`src/rtl/alu_packet_responder.sv`:
```
// Packet engine for the UART ALU: parses host packets, runs ADD/MUL/DIV/ECHO, streams results.
// Optional divider is built only when ALU_DIV_EN is defined.
module alu_packet_responder #(
  parameter int unsigned DATA_WIDTH = 8,
  parameter int unsigned OPND_WIDTH = 32
) (
  input  logic                  clk,
  input  logic                  rst,
  input  logic [DATA_WIDTH-1:0] s_axis_tdata,
  input  logic                  s_axis_tvalid,
  output logic                  s_axis_tready,
  output logic [DATA_WIDTH-1:0] m_axis_tdata,
  output logic                  m_axis_tvalid,
  input  logic                  m_axis_tready,
  output logic                  busy,
  output logic                  error
);

  localparam int unsigned NumBytes = OPND_WIDTH / DATA_WIDTH;
  localparam int unsigned IdxW     = $clog2(NumBytes);
  localparam int unsigned Msb      = OPND_WIDTH - 1;

  localparam logic [7:0] OpAdd  = 8'h01;
  localparam logic [7:0] OpMul  = 8'h02;
  localparam logic [7:0] OpEcho = 8'hEC;
`ifdef ALU_DIV_EN
  localparam logic [7:0] OpDiv  = 8'h03;
`endif

  typedef enum logic [3:0] {
    StIdle, StRsvd, StLenLo, StLenHi, StDispatch, StOpnd, StCompute,
    StResp, StEchoRx, StEchoTx, StDrain
  } state_e;

  state_e                 state_q, state_d;
  logic [7:0]             opcode_q, opcode_d;
  logic [15:0]            len_q, len_d;
  logic [15:0]            cnt_q, cnt_d;
  logic [IdxW-1:0]        idx_q, idx_d;
  logic [OPND_WIDTH-1:0]  opnd_q, opnd_d;
  logic [OPND_WIDTH-1:0]  acc_q, acc_d;
  logic [DATA_WIDTH-1:0]  echo_q, echo_d;

`ifdef ALU_DIV_EN
  logic                   first_q, first_d;
  logic [5:0]             div_step_q, div_step_d;
  logic                   div_neg_q, div_neg_d;
  logic [OPND_WIDTH-1:0]  div_quo_q, div_quo_d;
  logic [OPND_WIDTH-1:0]  div_dsr_q, div_dsr_d;
  logic [OPND_WIDTH-1:0]  div_rem_q, div_rem_d;
  logic [OPND_WIDTH:0]    div_shift;
`endif

  logic                   s_rdy, m_vld, err_pulse, done;
  logic [DATA_WIDTH-1:0]  m_data;
  logic                   is_arith, is_echo, malformed;
  logic [15:0]            payload_len;

`ifdef ALU_DIV_EN
  assign is_arith = (opcode_q == OpAdd) || (opcode_q == OpMul) || (opcode_q == OpDiv);
`else
  assign is_arith = (opcode_q == OpAdd) || (opcode_q == OpMul);
`endif
  assign is_echo     = (opcode_q == OpEcho);
  assign payload_len = (len_q < 16'd4) ? 16'd0 : len_q - 16'd4;
  assign malformed   = (len_q < 16'd4) || !(is_arith || is_echo) ||
                       (is_arith && ((payload_len == 16'd0) || (payload_len[IdxW-1:0] != '0)));

  always_comb begin
    state_d   = state_q;
    opcode_d  = opcode_q;
    len_d     = len_q;
    cnt_d     = cnt_q;
    idx_d     = idx_q;
    opnd_d    = opnd_q;
    acc_d     = acc_q;
    echo_d    = echo_q;
    s_rdy     = 1'b0;
    m_vld     = 1'b0;
    m_data    = '0;
    err_pulse = 1'b0;
    done      = 1'b0;
`ifdef ALU_DIV_EN
    first_d    = first_q;
    div_step_d = div_step_q;
    div_neg_d  = div_neg_q;
    div_quo_d  = div_quo_q;
    div_dsr_d  = div_dsr_q;
    div_rem_d  = div_rem_q;
    div_shift  = '0;
`endif

    unique case (state_q)
      StIdle: begin
        s_rdy = 1'b1;
        if (s_axis_tvalid) begin
          opcode_d = s_axis_tdata;
          state_d  = StRsvd;
        end
      end
      StRsvd: begin
        s_rdy = 1'b1;
        if (s_axis_tvalid) state_d = StLenLo;
      end
      StLenLo: begin
        s_rdy = 1'b1;
        if (s_axis_tvalid) begin
          len_d[7:0] = s_axis_tdata;
          state_d    = StLenHi;
        end
      end
      StLenHi: begin
        s_rdy = 1'b1;
        if (s_axis_tvalid) begin
          len_d[15:8] = s_axis_tdata;
          state_d     = StDispatch;
        end
      end
      StDispatch: begin
        cnt_d = payload_len;
        idx_d = '0;
`ifdef ALU_DIV_EN
        first_d    = 1'b1;
        div_step_d = '0;
`endif
        if (malformed) begin
          err_pulse = 1'b1;
          state_d   = (payload_len == 16'd0) ? StIdle : StDrain;
        end else if (is_echo) begin
          state_d = (payload_len == 16'd0) ? StIdle : StEchoRx;
        end else begin
          acc_d   = (opcode_q == OpMul) ? OPND_WIDTH'(1) : '0;
          state_d = StOpnd;
        end
      end
      StOpnd: begin
        s_rdy = 1'b1;
        if (s_axis_tvalid) begin
          opnd_d[idx_q*DATA_WIDTH +: DATA_WIDTH] = s_axis_tdata;
          cnt_d = cnt_q - 16'd1;
          idx_d = idx_q + IdxW'(1);
          if (idx_q == IdxW'(NumBytes - 1)) state_d = StCompute;
        end
      end
      StCompute: begin
        case (opcode_q)
          OpAdd: begin
            acc_d = acc_q + opnd_q;
            done  = 1'b1;
          end
          OpMul: begin
            acc_d = acc_q * opnd_q;
            done  = 1'b1;
          end
`ifdef ALU_DIV_EN
          OpDiv: begin
            // Step 0 takes magnitudes, steps 1..32 are restoring iterations, step 33 fixes sign.
            if (first_q) begin
              acc_d   = opnd_q;
              first_d = 1'b0;
              done    = 1'b1;
            end else if (opnd_q == '0) begin
              acc_d = '1;
              done  = 1'b1;
            end else if (div_step_q == 6'd0) begin
              div_neg_d  = acc_q[Msb] ^ opnd_q[Msb];
              div_quo_d  = acc_q[Msb] ? -acc_q : acc_q;
              div_dsr_d  = opnd_q[Msb] ? -opnd_q : opnd_q;
              div_rem_d  = '0;
              div_step_d = div_step_q + 6'd1;
            end else if (div_step_q <= 6'd32) begin
              div_shift = {div_rem_q, div_quo_q[Msb]};
              if (div_shift >= {1'b0, div_dsr_q}) begin
                div_rem_d = OPND_WIDTH'(div_shift - {1'b0, div_dsr_q});
                div_quo_d = {div_quo_q[Msb-1:0], 1'b1};
              end else begin
                div_rem_d = div_shift[Msb:0];
                div_quo_d = {div_quo_q[Msb-1:0], 1'b0};
              end
              div_step_d = div_step_q + 6'd1;
            end else begin
              acc_d = div_neg_q ? -div_quo_q : div_quo_q;
              done  = 1'b1;
            end
          end
`endif
          default: done = 1'b1;
        endcase
        if (done) begin
          idx_d   = '0;
          state_d = (cnt_q == 16'd0) ? StResp : StOpnd;
`ifdef ALU_DIV_EN
          div_step_d = '0;
`endif
        end
      end
      StResp: begin
        m_vld  = 1'b1;
        m_data = acc_q[idx_q*DATA_WIDTH +: DATA_WIDTH];
        if (m_axis_tready) begin
          idx_d = idx_q + IdxW'(1);
          if (idx_q == IdxW'(NumBytes - 1)) state_d = StIdle;
        end
      end
      StEchoRx: begin
        s_rdy = 1'b1;
        if (s_axis_tvalid) begin
          echo_d  = s_axis_tdata;
          cnt_d   = cnt_q - 16'd1;
          state_d = StEchoTx;
        end
      end
      StEchoTx: begin
        m_vld  = 1'b1;
        m_data = echo_q;
        if (m_axis_tready) state_d = (cnt_q == 16'd0) ? StIdle : StEchoRx;
      end
      StDrain: begin
        s_rdy = 1'b1;
        if (cnt_q == 16'd0) begin
          state_d = StIdle;
        end else if (s_axis_tvalid) begin
          cnt_d = cnt_q - 16'd1;
          if (cnt_q == 16'd1) state_d = StIdle;
        end
      end
      default: state_d = StIdle;
    endcase
  end

  // Outputs read as reset values for the whole time rst is high, not only after the edge.
  assign s_axis_tready = s_rdy & ~rst;
  assign m_axis_tvalid = m_vld & ~rst;
  assign m_axis_tdata  = rst ? '0 : m_data;
  assign error         = err_pulse & ~rst;
  assign busy          = (state_q != StIdle) & ~rst;

  always_ff @(posedge clk) begin
    if (rst) begin
      state_q  <= StIdle;
      opcode_q <= '0;
      len_q    <= '0;
      cnt_q    <= '0;
      idx_q    <= '0;
      opnd_q   <= '0;
      acc_q    <= '0;
      echo_q   <= '0;
`ifdef ALU_DIV_EN
      first_q    <= 1'b0;
      div_step_q <= '0;
      div_neg_q  <= 1'b0;
      div_quo_q  <= '0;
      div_dsr_q  <= '0;
      div_rem_q  <= '0;
`endif
    end else begin
      state_q  <= state_d;
      opcode_q <= opcode_d;
      len_q    <= len_d;
      cnt_q    <= cnt_d;
      idx_q    <= idx_d;
      opnd_q   <= opnd_d;
      acc_q    <= acc_d;
      echo_q   <= echo_d;
`ifdef ALU_DIV_EN
      first_q    <= first_d;
      div_step_q <= div_step_d;
      div_neg_q  <= div_neg_d;
      div_quo_q  <= div_quo_d;
      div_dsr_q  <= div_dsr_d;
      div_rem_q  <= div_rem_d;
`endif
    end
  end

endmodule

```
`config.mk`:
```
export PLATFORM = sky130hd
export DESIGN_NAME = alu_packet_responder
export DESIGN_NICKNAME = d
export VERILOG_FILES = /design/src/rtl/alu_packet_responder.sv
export SDC_FILE = /design/constraint.sdc
export NUM_CORES = 2
export LEC_CHECK = 0
export CAP_MARGIN = 10
export CORE_UTILIZATION = 45
export DETAILED_ROUTE_END_ITERATION = 8
export RECOVER_POWER = 25
export SETUP_SLACK_MARGIN = 0.5
export SYNTH_ARGS = -nofsm -noshare
export SYNTH_HDL_FRONTEND = slang
export SYNTH_SLANG_ARGS = --single-unit
```
`constraint.sdc`:
```
create_clock -name clk -period 7.2 [get_ports clk]
set_input_delay 1.8 -clock clk [delete_from_list [all_inputs] [get_ports clk]]
set_output_delay 1.8 -clock clk [all_outputs]
set_load 0.01 [all_outputs]
```
# == After elaboration in Yosys (flattened, before gate mapping) ==
# Cells that the tools add are included.
# word_totals
reg_bits,118
latchBits,0
ramBits,0
rom_bits,0
input_bits,12
output_inout_bits,12
wordCells,125
n_memories,0
# op_classes
add_sub_neg,5
n_mul,1
n_div,0
magnitude_cmp,1
eq_ne,32
shifts,3
mux,42
n_bitwise,5
n_reduce_logical,27
# ops
operator,n
32-bit case mux with 2 select lines,2
4-bit two-way mux,19
32-bit two-way mux,2
16-bit two-way mux,3
16-bit case mux with 3 select lines,1
4-bit case mux with 11 select lines,1
5-bit negator with 34-bit output,1
8-bit by 34-bit variable shift with 32-bit output (first input constant),1
8-bit by 34-bit indexed part select with 32-bit output,1
32-bit adder,1
32-bit bitwise mux,1
16-bit logical NOT,2
32-bit by 32-bit multiplier with 32-bit output,1
32-bit by 6-bit indexed part select with 8-bit output,1
2-bit != test (second input constant),14
16-bit by 1-bit == test with 1-bit output (second input constant),1
4-bit by 3-bit == test with 1-bit output (second input constant),4
16-bit by 3-bit < comparator with 1-bit output (second input constant),1
8-bit case mux with 2 select lines,1
16-bit by 1-bit subtractor with 16-bit output (second input constant),1
16-bit by 3-bit subtractor with 16-bit output (second input constant),1
13-bit AND reduction,1
4-bit == test (second input constant),3
2-bit AND reduction,6
24 further kinds,46

# == Longest topological paths before layout ==
# depth
ltp_word,9
mapped_depth,29
ltp_nobuf,27

# == Worst setup path after synthesis ==
# Ideal clock, no wire load.
# synth_path
kind,register to register
from,reg acc_q[13]
to,reg acc_q[28]
setup_ns,0.129
t_arrival_ns,6.880
required_time_ns,7.071
path_slack_ns,0.191
stages_incl_launch_ff,26
path_buffers,3
synth_period_minus_slack_ns,7.009
cell_sequence,dfxtp_1 > clkbuf_1 > clkbuf_1 > and2_1 > fa_1 > fa_1 > fa_1 > inv_1 > fa_1 > inv_1 > fa_1 > fa_1 > fa_1 > fa_1 > ha_1 > clkbuf_1 > a21oi_1 > o21bai_1 > a21o_1 > a21boi_0 > o21bai_1 > a221oi_1 > o21ai_0 > xor2_1 > a22oi_1 > o21ai_0
# synth_between
elab_chain_len,3
elab_cells_between_ends,4
classes_between,add/sub: 1; mul: 1; mux: 2
# synth_rtl
element,line_no,source
from (decl),41,"logic [OPND_WIDTH-1:0] acc_q, acc_d;"
from (signal assigned),246,acc_q <= '0;
from (signal assigned),263,acc_q <= acc_d;
32-bit by 32-bit multiplier with 32-bit output / 32-bit adder (equally long branches),"152, 148",
32-bit case mux with 2 select lines *,146,case (opcode_q)
32-bit case mux with 2 select lines *,93,unique case (state_q)
# Mark *: on every way between the ends. The rest lies on a longest branch, timed or not.
# A chain may end at the register's enable or synchronous reset.

# == Worst setup path in the final report ==
# layout_path
from,reg opnd_q[2]
to,reg acc_q[29]
# layout_between
elab_chain_len,3
elab_cells_between_ends,4
classes_between,add/sub: 1; mul: 1; mux: 2
# layout_rtl
element,line_no,source
from (decl),40,"logic [OPND_WIDTH-1:0] opnd_q, opnd_d;"
from (signal assigned),262,opnd_q <= opnd_d;
32-bit by 32-bit multiplier with 32-bit output / 32-bit adder (equally long branches),"152, 148",
32-bit case mux with 2 select lines *,146,
32-bit case mux with 2 select lines *,93,
# Marks and branches as above.

==> flow_summary.toml <==
[run_status]
status = "finished with violations"
violations = "capacitance limit, slew limit"

[floorplanning]
core.rowCount = 82
dieHeight_microns = 228.6
start_util_pct = 45.87
dieArea_sq_um = 52260
ios = 24
core_area_sq_um = 50380
die_x_microns = 228.6

[drt]
via_per_inst = 5.498
dr.pass1.iters = 7
drc = 0
drtIter0Drc = 1440
wl_per_cell_microns = 21.43
drtAntennaViolNets = 0
wirelength_microns = 73430
via_count = 18840

[setup_path]
ff2ff_path_depth = 23
path_max_fanout = 12
cp-end-kind = "register"
worst_ep_arrival_time_ns = 7.18
crit_path_start_kind = "register"
required_ns = 7.54
crit_type = "reg2reg"

[timing]
rsz0062_at_grt = "true"
worst_slack_ns = 0.3571
finalHoldViolations = 0
min_period_ns = 6.843
setup_viol = 0
slew_viol_final = 30
timing.fmax_ghz = 0.1461
fin_tns_setup_ns = 0
finalCritPeriodShare_pct = 95.04
slew_headroom_pct = -13.68
tightest_slew_ns = 1.699
fin_skew_ns = 0.01122

[yosys]
syn_inst = 2675
synth-edff-count = 0
yosys.area.top_type_share_pct = 35.43
synthFlopType = "dfxtp_1"
synth_warnings = 0
ys_types = 73
ys_ff_latch = 118
synth.avg_cell_area_sq_um = 8.639
synth_area_sq_um = 23110
synthArstFlopShare_pct = 0
synth.largest_area_cell = "fa_1"
synth_area_leaders = "fa_1, dfxtp_1, ha_1, and2_1, inv_1"
syn_nets = 3259
ys_seq_area_share_pct = 10.22

[pwr]
power_frac_comb_pct = 7.3
p_int_uw = 1255
p_seq_share_pct = 38.9
p_clk_share_pct = 53.8
p_switching_uw = 457.5
irDropWorstVdd_mv = 0.1417
p_leak_uw = 0.01226
switching_share_pct = 26.71
power_density_nw_per_um2 = 65.23

[clocking]
path_clk_slew_ns = 0.06
cts.sinks = 118
cts_buffer_depth = 2
cts_buffers = 17
cts_tree = "done"
cts_root_buffer = "clkbuf_16"
clk_latency_ns = 0.43
htreeDepth = 4
hold_buffers = 0

[cells_and_area]
n_fill_cell = 4718
syn2layout_area_growth_pct = 13.61
fin_area_sq_um = 26250
post_route_cells_drive_above_1_share_pct = 12.23
instances_no_fill = 3427
n_antenna_cell = 0
final_nets = 3326

[global_routing]
grt_first_pass_wirelength_microns = 117200
grt_pass1_vias = 19981
antenna_found_initial = 0
grt_max_degree = 75
grt-ovfl-total = 0
grt_usage_pct = 29.06

[placed_design]
dp_slack_ns = 0.01957
hpwl_microns = 57430
gp_congestion = 0.9466
placed_cells = 3369
numPortBuffers = 23
place_area_sq_um = 24870

[run]
maxCapViolCount = 2

[worst_hold_path]
hold_depth = 2
holdCritPathClass = "reg2reg"
## cell type report
type                       instances  area [sq um]  share of cell area [%]
sequential                       118          2414                   9.193
multi-input combinational       1998         19050                   72.56
clock inverter                    15         190.2                  0.7244
tap                              672         840.8                   3.203
clock buffer                      17         425.4                   1.620
inverter                         408          1531                   5.833
timing repair buffer             199          1803                   6.867
## metal layers
layer | GRT usage, % | share of wire, % | vias up
met2 | 45.75 | 45 | 646
met1 | 40.93 | 45 | 9533
met4 | 8.347 | 2.8 | 0
met3 | 5.040 | 6.9 | 119
li1 | - | - | 8542
met5 | 0 | 0 | -
## critical path: stages, from the launching register on
cell       delay [ns]
dfxtp_4          0.36
bufbuf_16        0.29
and2_1           0.18
fa_1             0.53
inv_1            0.05
fa_1             0.49
fa_1             0.46
fa_1             0.56
inv_1            0.05
fa_1             0.49
fa_1             0.53
fa_1             0.57
fa_1             0.44
ha_1             0.31
nand4_1          0.13
nor2_1           0.17
o21ai_1          0.13
o21bai_4         0.17
a21oi_4          0.09
o21ai_2          0.14
buf_4            0.13
xor2_1           0.15
a32oi_1          0.11
o22ai_1          0.22
## timing repair
item,in CTS,in global routing
gates cloned,3,0
hold endpoints to repair,0,0
pin swaps,92,52
buffers inserted,17,6
resized for setup,97,47
setup endpoints to repair,13,16
## flip-flops by register name, indices dropped and copies added (netlist names)
register / cells
acc_q: 32
cnt_q: 16
echo_q: 8
idx_q: 2
len_q: 16
opcode_q: 8
opnd_q: 32
state_q: 4
## final timing paths
path | end | startpoint | slack, ns
max | acc_q[29]$_SDFFE_PP0P_ | opnd_q[2]$_SDFFE_PP0P_ | 0.36
min | cnt_q[5]$_SDFFE_PP0P_ | cnt_q[5]$_SDFFE_PP0P_ | 0.49
max reg2reg | acc_q[29]$_SDFFE_PP0P_ | opnd_q[2]$_SDFFE_PP0P_ | 0.36
min reg2reg | cnt_q[5]$_SDFFE_PP0P_ | cnt_q[5]$_SDFFE_PP0P_ | 0.49
## stage by stage
| step | power, uW | hold slack [ns] | util [%] |
|---|---|---|---|
| 2_1_floorplan | 768.5 | 0.4571 | - |
| 3_3_place_gp | 803.3 | 0.4700 | 49.36 |
| 3_5_place_dp | 805.7 | 0.4824 | 49.36 |
| 4_1_cts | 1713 | 0.4912 | 51.63 |
| 5_1_grt | 1753 | 0.5235 | 52.12 |
| 6_report | 1713 | 0.4925 | 52.12 |
## cell families (layout without fill, tap and decap cells)
family,Yosys count,in the layout,share of synthesized area [%]
AO/OA/AOI/OAI,340,340,9.177
XOR/XNOR,112,112,4.245
adder cells (fa/ha/maj),572,572,44.26
buffers and inverters,559,639,9.182
flip-flops,118,118,10.22
multiplexers,48,48,2.545
AND/OR/NAND/NOR,926,926,20.37
## placed cells by master (no fill, tap or decap), drive strengths merged, types with 15 or more instances in the layout
master and count:
nand2 316, nor2 123, or3 15, a21o 25, nor2b 15, clkbuf 20
a22oi 29, and2 311, clkdlybuf4s50 21, mux2i 37, inv 415, dfxtp 118
xnor2 78, ha 163, nor3 27, a21oi 106, fa 409, buf 171
nand3 45, xor2 34, o21ai 83
## power groups by stage
stage | clock network, uW | registers, uW | logic (uW)
floorplan | 0 | 677 | 91.4
global placement | 0 | 683 | 121
detailed placement | 0 | 683 | 123
CTS | 924 | 667 | 123
global route | 952 | 667 | 135
finish | 922 | 666 | 124
## Yosys cell counts, drive strengths merged, types with 10 or more instances
cell and number:
nor3 27, nand2 316, or3 15, o21ai 83
inv 408, nand4 10, a21oi 106, nand2b 13
clkbuf 143, dfxtp 118, a31oi 10, a21o 25
a211oi 13, a22oi 29, nor2 123, mux2i 37
fa 409, and3 12, nor2b 15, xor2 34
ha 163, xnor2 78, and2 311, nand3 45
No activity file was read; power rests on OpenSTA's default activity.
